**config.mk**
```make
export PLATFORM = sky130hd
export DESIGN_NAME = rim_boot_sequencer
export DESIGN_NICKNAME = d
export VERILOG_FILES = /design/src/rtl/pdp8_boot_pkg.sv /design/src/rtl/rim_image_rom.sv /design/src/rtl/rim_boot_sequencer.sv
export SDC_FILE = /design/constraint.sdc
export NUM_CORES = 1
export LEC_CHECK = 0
export ABC_AREA = 1
export CAP_MARGIN = 20
export CORE_ASPECT_RATIO = 0.8
export CORE_UTILIZATION = 53
export CTS_CLUSTER_DIAMETER = 80
export DETAILED_ROUTE_END_ITERATION = 10
export MAX_ROUTING_LAYER = met4
export PLACE_DENSITY = 0.8
export RECOVER_POWER = 50
export SETUP_SLACK_MARGIN = 0.4
export SLEW_MARGIN = 20
export SYNTH_ARGS = -nofsm -noshare
export SYNTH_HDL_FRONTEND = slang
export SYNTH_SLANG_ARGS = --single-unit
```
**constraint.sdc**
```tcl
create_clock -name clk -period 2.1 [get_ports clk]
set_clock_uncertainty 0.1 [all_clocks]
set_input_delay 0.315 -clock clk [delete_from_list [all_inputs] [get_ports clk]]
set_output_delay 0.315 -clock clk [all_outputs]
set_load 0.01 [all_outputs]
```
**src/rtl/pdp8_boot_pkg.sv**
```systemverilog
// Shared types and constants for the RIM bootstrap sequencer.
// Holds the FSM state encoding, the loader mode encodings and both loader images.
package pdp8_boot_pkg;

  typedef enum logic [2:0] {
    S_IDLE,
    S_REQ,
    S_SETUP,
    S_STROBE,
    S_HOLD,
    S_PCLOAD,
    S_RELEASE,
    S_DONE
  } state_t;

  localparam logic MODE_LS = 1'b0;
  localparam logic MODE_HS = 1'b1;

  // Teletype (KSF/KRB) and high-speed reader (RSF/RRB) RIM loaders, word 0 at BASE_ADDR.
  localparam logic [11:0] LS_IMAGE [16] = '{
    12'o6032, 12'o6031, 12'o5357, 12'o6036, 12'o7106, 12'o7006, 12'o7510, 12'o5357,
    12'o7006, 12'o6031, 12'o5367, 12'o6034, 12'o7420, 12'o3776, 12'o3376, 12'o5356
  };

  localparam logic [11:0] HS_IMAGE [16] = '{
    12'o6014, 12'o6011, 12'o5357, 12'o6016, 12'o7106, 12'o7006, 12'o7510, 12'o5374,
    12'o7006, 12'o6011, 12'o5367, 12'o6016, 12'o7420, 12'o3776, 12'o3376, 12'o5357
  };

endpackage

```
**src/rtl/rim_image_rom.sv**
```systemverilog
// Combinational lookup of one RIM loader word.
// Indices 16 and up are the zeroed tail words.
module rim_image_rom
  import pdp8_boot_pkg::*;
(
  input  logic        mode,
  input  logic [4:0]  idx,
  output logic [11:0] word
);

  always_comb begin
    word = '0;
    if (!idx[4])
      word = (mode == MODE_HS) ? HS_IMAGE[idx[3:0]] : LS_IMAGE[idx[3:0]];
  end

endmodule

```
**src/rtl/rim_boot_sequencer.sv**
```systemverilog
// Bootstrap sequencer: halts the CPU, takes the RAM bus, writes a RIM loader,
// loads the PC with the loader start and releases the bus.
module rim_boot_sequencer
  import pdp8_boot_pkg::*;
#(
  parameter logic [11:0] BASE_ADDR    = 12'o7756,
  parameter int          CLEAR_TAIL   = 1,
  parameter int          SETUP_CYCLES = 1,
  parameter int          WE_CYCLES    = 1
) (
  input  logic        clk,
  input  logic        rst_n,
  input  logic        start,
  input  logic        mode,
  output logic        halt_req,
  output logic        bus_req,
  input  logic        bus_gnt,
  output logic [11:0] address,
  output logic [11:0] data,
  output logic        we,
  output logic        pc_load,
  output logic [11:0] pc_value,
  output logic        busy,
  output logic        done
);

  localparam int         NWORDS     = (CLEAR_TAIL != 0) ? 18 : 16;
  localparam logic [4:0] LAST_IDX   = 5'(NWORDS - 1);
  localparam logic [7:0] SETUP_LAST = 8'(SETUP_CYCLES - 1);
  localparam logic [7:0] WE_LAST    = 8'(WE_CYCLES - 1);

  state_t      state;
  logic [4:0]  idx;
  logic [7:0]  cnt;
  logic        mode_q;
  logic [4:0]  rom_idx;
  logic [11:0] rom_word;
  logic [11:0] next_addr;

  // Outputs are registered, so look up the word for the state being entered.
  always_comb begin
    rom_idx   = (state == S_HOLD) ? idx + 5'd1 : idx;
    next_addr = BASE_ADDR + {7'd0, rom_idx};
  end

  rim_image_rom u_rom (
    .mode (mode_q),
    .idx  (rom_idx),
    .word (rom_word)
  );

  always_ff @(posedge clk or negedge rst_n) begin
    if (!rst_n) begin
      state    <= S_IDLE;
      idx      <= '0;
      cnt      <= '0;
      mode_q   <= MODE_LS;
      halt_req <= 1'b0;
      bus_req  <= 1'b0;
      address  <= '0;
      data     <= '0;
      we       <= 1'b0;
      pc_load  <= 1'b0;
      pc_value <= '0;
      busy     <= 1'b0;
      done     <= 1'b0;
    end else begin
      pc_load  <= 1'b0;
      done     <= 1'b0;
      pc_value <= BASE_ADDR;
      // Grant loss in any bus-owning write state drops the strobe and re-requests
      // with idx kept, so the interrupted word is rewritten from SETUP.
      if ((state == S_SETUP || state == S_STROBE || state == S_HOLD) && !bus_gnt) begin
        state   <= S_REQ;
        we      <= 1'b0;
        address <= '0;
        data    <= '0;
        cnt     <= '0;
      end else begin
        case (state)
          S_IDLE: if (start) begin
            mode_q   <= mode;
            idx      <= '0;
            state    <= S_REQ;
            halt_req <= 1'b1;
            bus_req  <= 1'b1;
            busy     <= 1'b1;
          end
          S_REQ: if (bus_gnt) begin
            state   <= S_SETUP;
            cnt     <= '0;
            address <= next_addr;
            data    <= rom_word;
          end
          S_SETUP: begin
            if (cnt == SETUP_LAST) begin
              state <= S_STROBE;
              cnt   <= '0;
              we    <= 1'b1;
            end else begin
              cnt <= cnt + 8'd1;
            end
          end
          S_STROBE: begin
            if (cnt == WE_LAST) begin
              state <= S_HOLD;
              cnt   <= '0;
              we    <= 1'b0;
            end else begin
              cnt <= cnt + 8'd1;
            end
          end
          S_HOLD: begin
            if (idx == LAST_IDX) begin
              state   <= S_PCLOAD;
              pc_load <= 1'b1;
              address <= '0;
              data    <= '0;
            end else begin
              idx     <= idx + 5'd1;
              state   <= S_SETUP;
              cnt     <= '0;
              address <= next_addr;
              data    <= rom_word;
            end
          end
          S_PCLOAD: begin
            state    <= S_RELEASE;
            bus_req  <= 1'b0;
            halt_req <= 1'b0;
          end
          S_RELEASE: begin
            state <= S_DONE;
            done  <= 1'b1;
          end
          S_DONE: begin
            state <= S_IDLE;
            busy  <= 1'b0;
          end
          default: state <= S_IDLE;
        endcase
      end
    end
  end

endmodule

```
==> results.sh <==
export IMPL_synthAdderAreaFrac_pct=5.12
export IMPL_worst_slew_pin_slew_ns=1.17
export IMPL_status="complete, but fails checks"
export IMPL_synth_compound_area_share_pct=11.0
export IMPL_critPathSlowestCell="dfrtp_1"
export IMPL_hp_class="flop to flop"
export IMPL_start_util_pct=56.8
export IMPL_gp_congestion=0.952
export IMPL_core_area_um2=4730
export IMPL_slew_viol_final=0
export IMPL_cp_cell_sequence="nor2_4 -> nand2_4 -> nand2_1 -> nand2_4 -> buf_4 -> ha_2 -> nor3_2 -> o21ai_0"
export IMPL_synth_simple_area_share_pct=32.9
export IMPL_rsz0062_at_grt="yes"
export IMPL_die_x_um=81.6
export IMPL_postPlaceCellArea_um2=3090
export IMPL_antenna_found_initial=0
export IMPL_grtUsageTotal_pct=30.7
export IMPL_first_pass_iters=7
export IMPL_wire_per_inst_um=21.1
export IMPL_grt_pass1_wl_um=11900
export IMPL_crit_family="simple AND/OR/NAND/NOR gates"
export IMPL_viasPerCell=6.36
export IMPL_gr_total_overflow=0
export IMPL_clock_path_buffers=2
export IMPL_antenna_cells=0
export IMPL_numClockSinks=41
export IMPL_required_ns=2.16
export IMPL_ios=47
export IMPL_slew_headroom_pct=22.0
export IMPL_hold_viol=0
export IMPL_syn_cell_area_um2=2690
export IMPL_cap_violations=0
export IMPL_rows=22
export IMPL_p_leak_uw=0.00189
export IMPL_path_clk_slew_ns=0.09
export IMPL_path_buf_inv=1
export IMPL_violations="setup timing"
export IMPL_ys_seq_area_share_pct=38.2
export IMPL_setup_viol=2
export IMPL_fin_hold_ws_ns=0.382
export IMPL_post_route_drc_count=0
export IMPL_endpoint_kind="flop"
export IMPL_p_per_area_nw_per_um2=1310
export IMPL_fin_ws_ns=-0.0467
export IMPL_period_share_pct=102
export IMPL_timing_fmax_ghz=0.466
export IMPL_antenna_left=0
export IMPL_synthesis_yosys_warnings=0
export IMPL_peakVddDrop_v=0.00101
export IMPL_die_h_um=65.7
export IMPL_synth_seq_cells=41
export IMPL_insertion_delay_ns=0.30
export IMPL_nets=451
export IMPL_vias=3154
export IMPL_drtIter0Drc=488
export IMPL_synthXorXnorAreaFrac_pct=0
export IMPL_cts_htree_levels=2
export IMPL_syn_to_final_growth_pct=51.7
export IMPL_period_minus_slack_ns=2.15
export IMPL_synthMuxAreaShare_pct=0
export IMPL_grt_max_degree=24
export IMPL_cts_root_buf="clkbuf_8"
export IMPL_worst_ep_arrival_time_ns=2.21
export IMPL_drive_gt1_share_pct=37.2
export IMPL_max_stage_delay_ns=0.47
export IMPL_syn_area_per_cell_um2=7.89
export IMPL_final_area_um2=4080
export IMPL_critical_path_most_common_cell="nand2_4"
export IMPL_fin_total_pwr_uw=5360
export IMPL_dp_final_hpwl_um=4630
export IMPL_grt_pass1_vias=2543
export IMPL_yosysUniqueCellTypes=34
export IMPL_whs_path_depth=2
export IMPL_cp_max_fo=5
export IMPL_dieArea_um2=5360
export IMPL_worstSetupPathType="flop to flop"
export IMPL_synth_top_family_by_area="simple AND/OR/NAND/NOR gates"
export IMPL_cts_made_buffers=5
export IMPL_fill_cells=228
export IMPL_wl_um=10400
export IMPL_syn_inst=341
export IMPL_place_port_buffers=44
export IMPL_cts_tree="yes"
export IMPL_cp_depth=8
export IMPL_reg2regPathDepth=8
export IMPL_cp_start_kind="flop"
worst min-delay path, stage by stage, from the launching register on:
cell,delay [ns]
dfrtp_1,0.35
nand2_1,0.05
nand2_1,0.05
what timing repair did:
action                                  CTS  global route
hold buffers                              1             0
pin swaps                                 5            21
setup buffers                            25            34
endpoints found under the setup margin   51            39
gates resized for setup                  42            76
endpoints found under the hold margin    18             0
gates cloned                              1             0
synthesized netlist by cell type:
library cell  count  area [um2]
nand3b_1          1        7.51
inv_4             1        6.26
nor2_2            2        12.5
inv_2             4        15.0
or2_2             1        6.26
nor4_1            1        6.26
nand3_2           1        10.0
nor3_1            5        25.0
ha_1             11         138
o21ai_0          18        90.1
nand4_1           6        37.5
nand2_2          10        62.6
conb_1            2        7.51
inv_1            28         105
a21oi_1          13        65.1
buf_6             6        67.6
o21a_1            1        7.51
nand3_4           1        17.5
nand2_4           5        56.3
o21ai_1          10        50.1
nand4_4           2        42.5
buf_4            19         143
o31ai_1           1        7.51
nand2_1          86         323
a22o_1            1        8.76
dfrtp_1          41        1030
nor2_4            3        33.8
nand3_1          30         150
o2111ai_2         1        15.0
o21ai_4           1        16.3
o21ai_2           2        17.5
o211ai_2          1        12.5
nor2_1           25        93.8
o22ai_1           1        6.26
flip-flops by register name (all words and copies together), names as in the netlist:
name and cells:
pc_value 1, state 3, bus_req 1, cnt 8, busy 1, we 1
idx 5, mode_q 1, address 7, data 11, done 1, pc_load 1
per-layer routing:
layer	track usage, %	routed length (um)
met5	-	0
met4	13.4	862
met3	4.31	1240
met2	47.8	4650
met1	40.0	3690
power breakdown:
group / internal [uW] / switching, uW
Sequential: 1030 / 243
Combinational: 1530 / 1980
Clock: 267 / 309
Total: 2830 / 2530
worst paths after layout:
check | from | to | slack [ns]
min in group asynchronous | rst_n | busy$_DFFE_PN0P_ | 0.66
max in group asynchronous | rst_n | idx[2]$_DFFE_PN0P_ | 0.46
worst min-delay path | data[0]$_DFFE_PN0P_ | data[0]$_DFFE_PN0P_ | 0.38
worst min register to register | data[0]$_DFFE_PN0P_ | data[0]$_DFFE_PN0P_ | 0.38
worst max register to register | state[0]$_DFFE_PN0P_ | data[11]$_DFFE_PN0P_ | -0.05
worst max-delay path | state[0]$_DFFE_PN0P_ | data[11]$_DFFE_PN0P_ | -0.05
kinds of logic after synthesis:
logic type / after synthesis
AND/OR/NAND/NOR: 179
buffers and inverters: 58
AO/OA/AOI/OAI: 50
flip-flops: 41
other: 2
adder cells (fa/ha/maj): 11
cell type report:
type | instances | area, um2 | share of cell area, %
multi-input combinational | 244 | 1690 | 41.5
clock inverter | 2 | 13.8 | 0.338
sequential | 41 | 1030 | 25.3
tap | 60 | 75.1 | 1.84
timing repair buffer | 110 | 1040 | 25.4
inverter | 33 | 141 | 3.47
clock buffer | 6 | 82.6 | 2.03
cell usage in the layout (no fill, tap or decap), types with 4 or more instances in the layout:
cell and instances:
dfrtp_1 35, inv_1 20, ha_1 5, nand3_1 23
o21ai_1 7, nand2_4 13, ha_4 4, a21oi_1 11
nor2_4 8, nand2_2 9, clkdlybuf4s50_1 27, nor2_1 21
buf_12 7, inv_4 4, o21ai_0 13, dlygate4sd2_1 7
buf_6 9, dfrtp_2 6, o21ai_2 9, nand3_4 5
nand3_2 4, buf_4 46, clkbuf_8 6, nand2_1 77
clkdlybuf4s25_1 8, nand4_1 6, inv_2 8
through the flow:
step | util, % | instances | setup TNS [ns] | worst slack [ns]
6_report | 86.1 | 496 | -0.0889 | -0.0467
5_1_grt | 86.1 | 496 | -0.249 | -0.131
4_1_cts | 74.5 | 462 | 0 | 0.264
3_5_place_dp | 65.2 | 427 | 0 | 0.0940
3_3_place_gp | 65.2 | 427 | 0 | 0.163
2_1_floorplan | - | 342 | 0 | 0.268
Power figures use the tool's default switching activity.
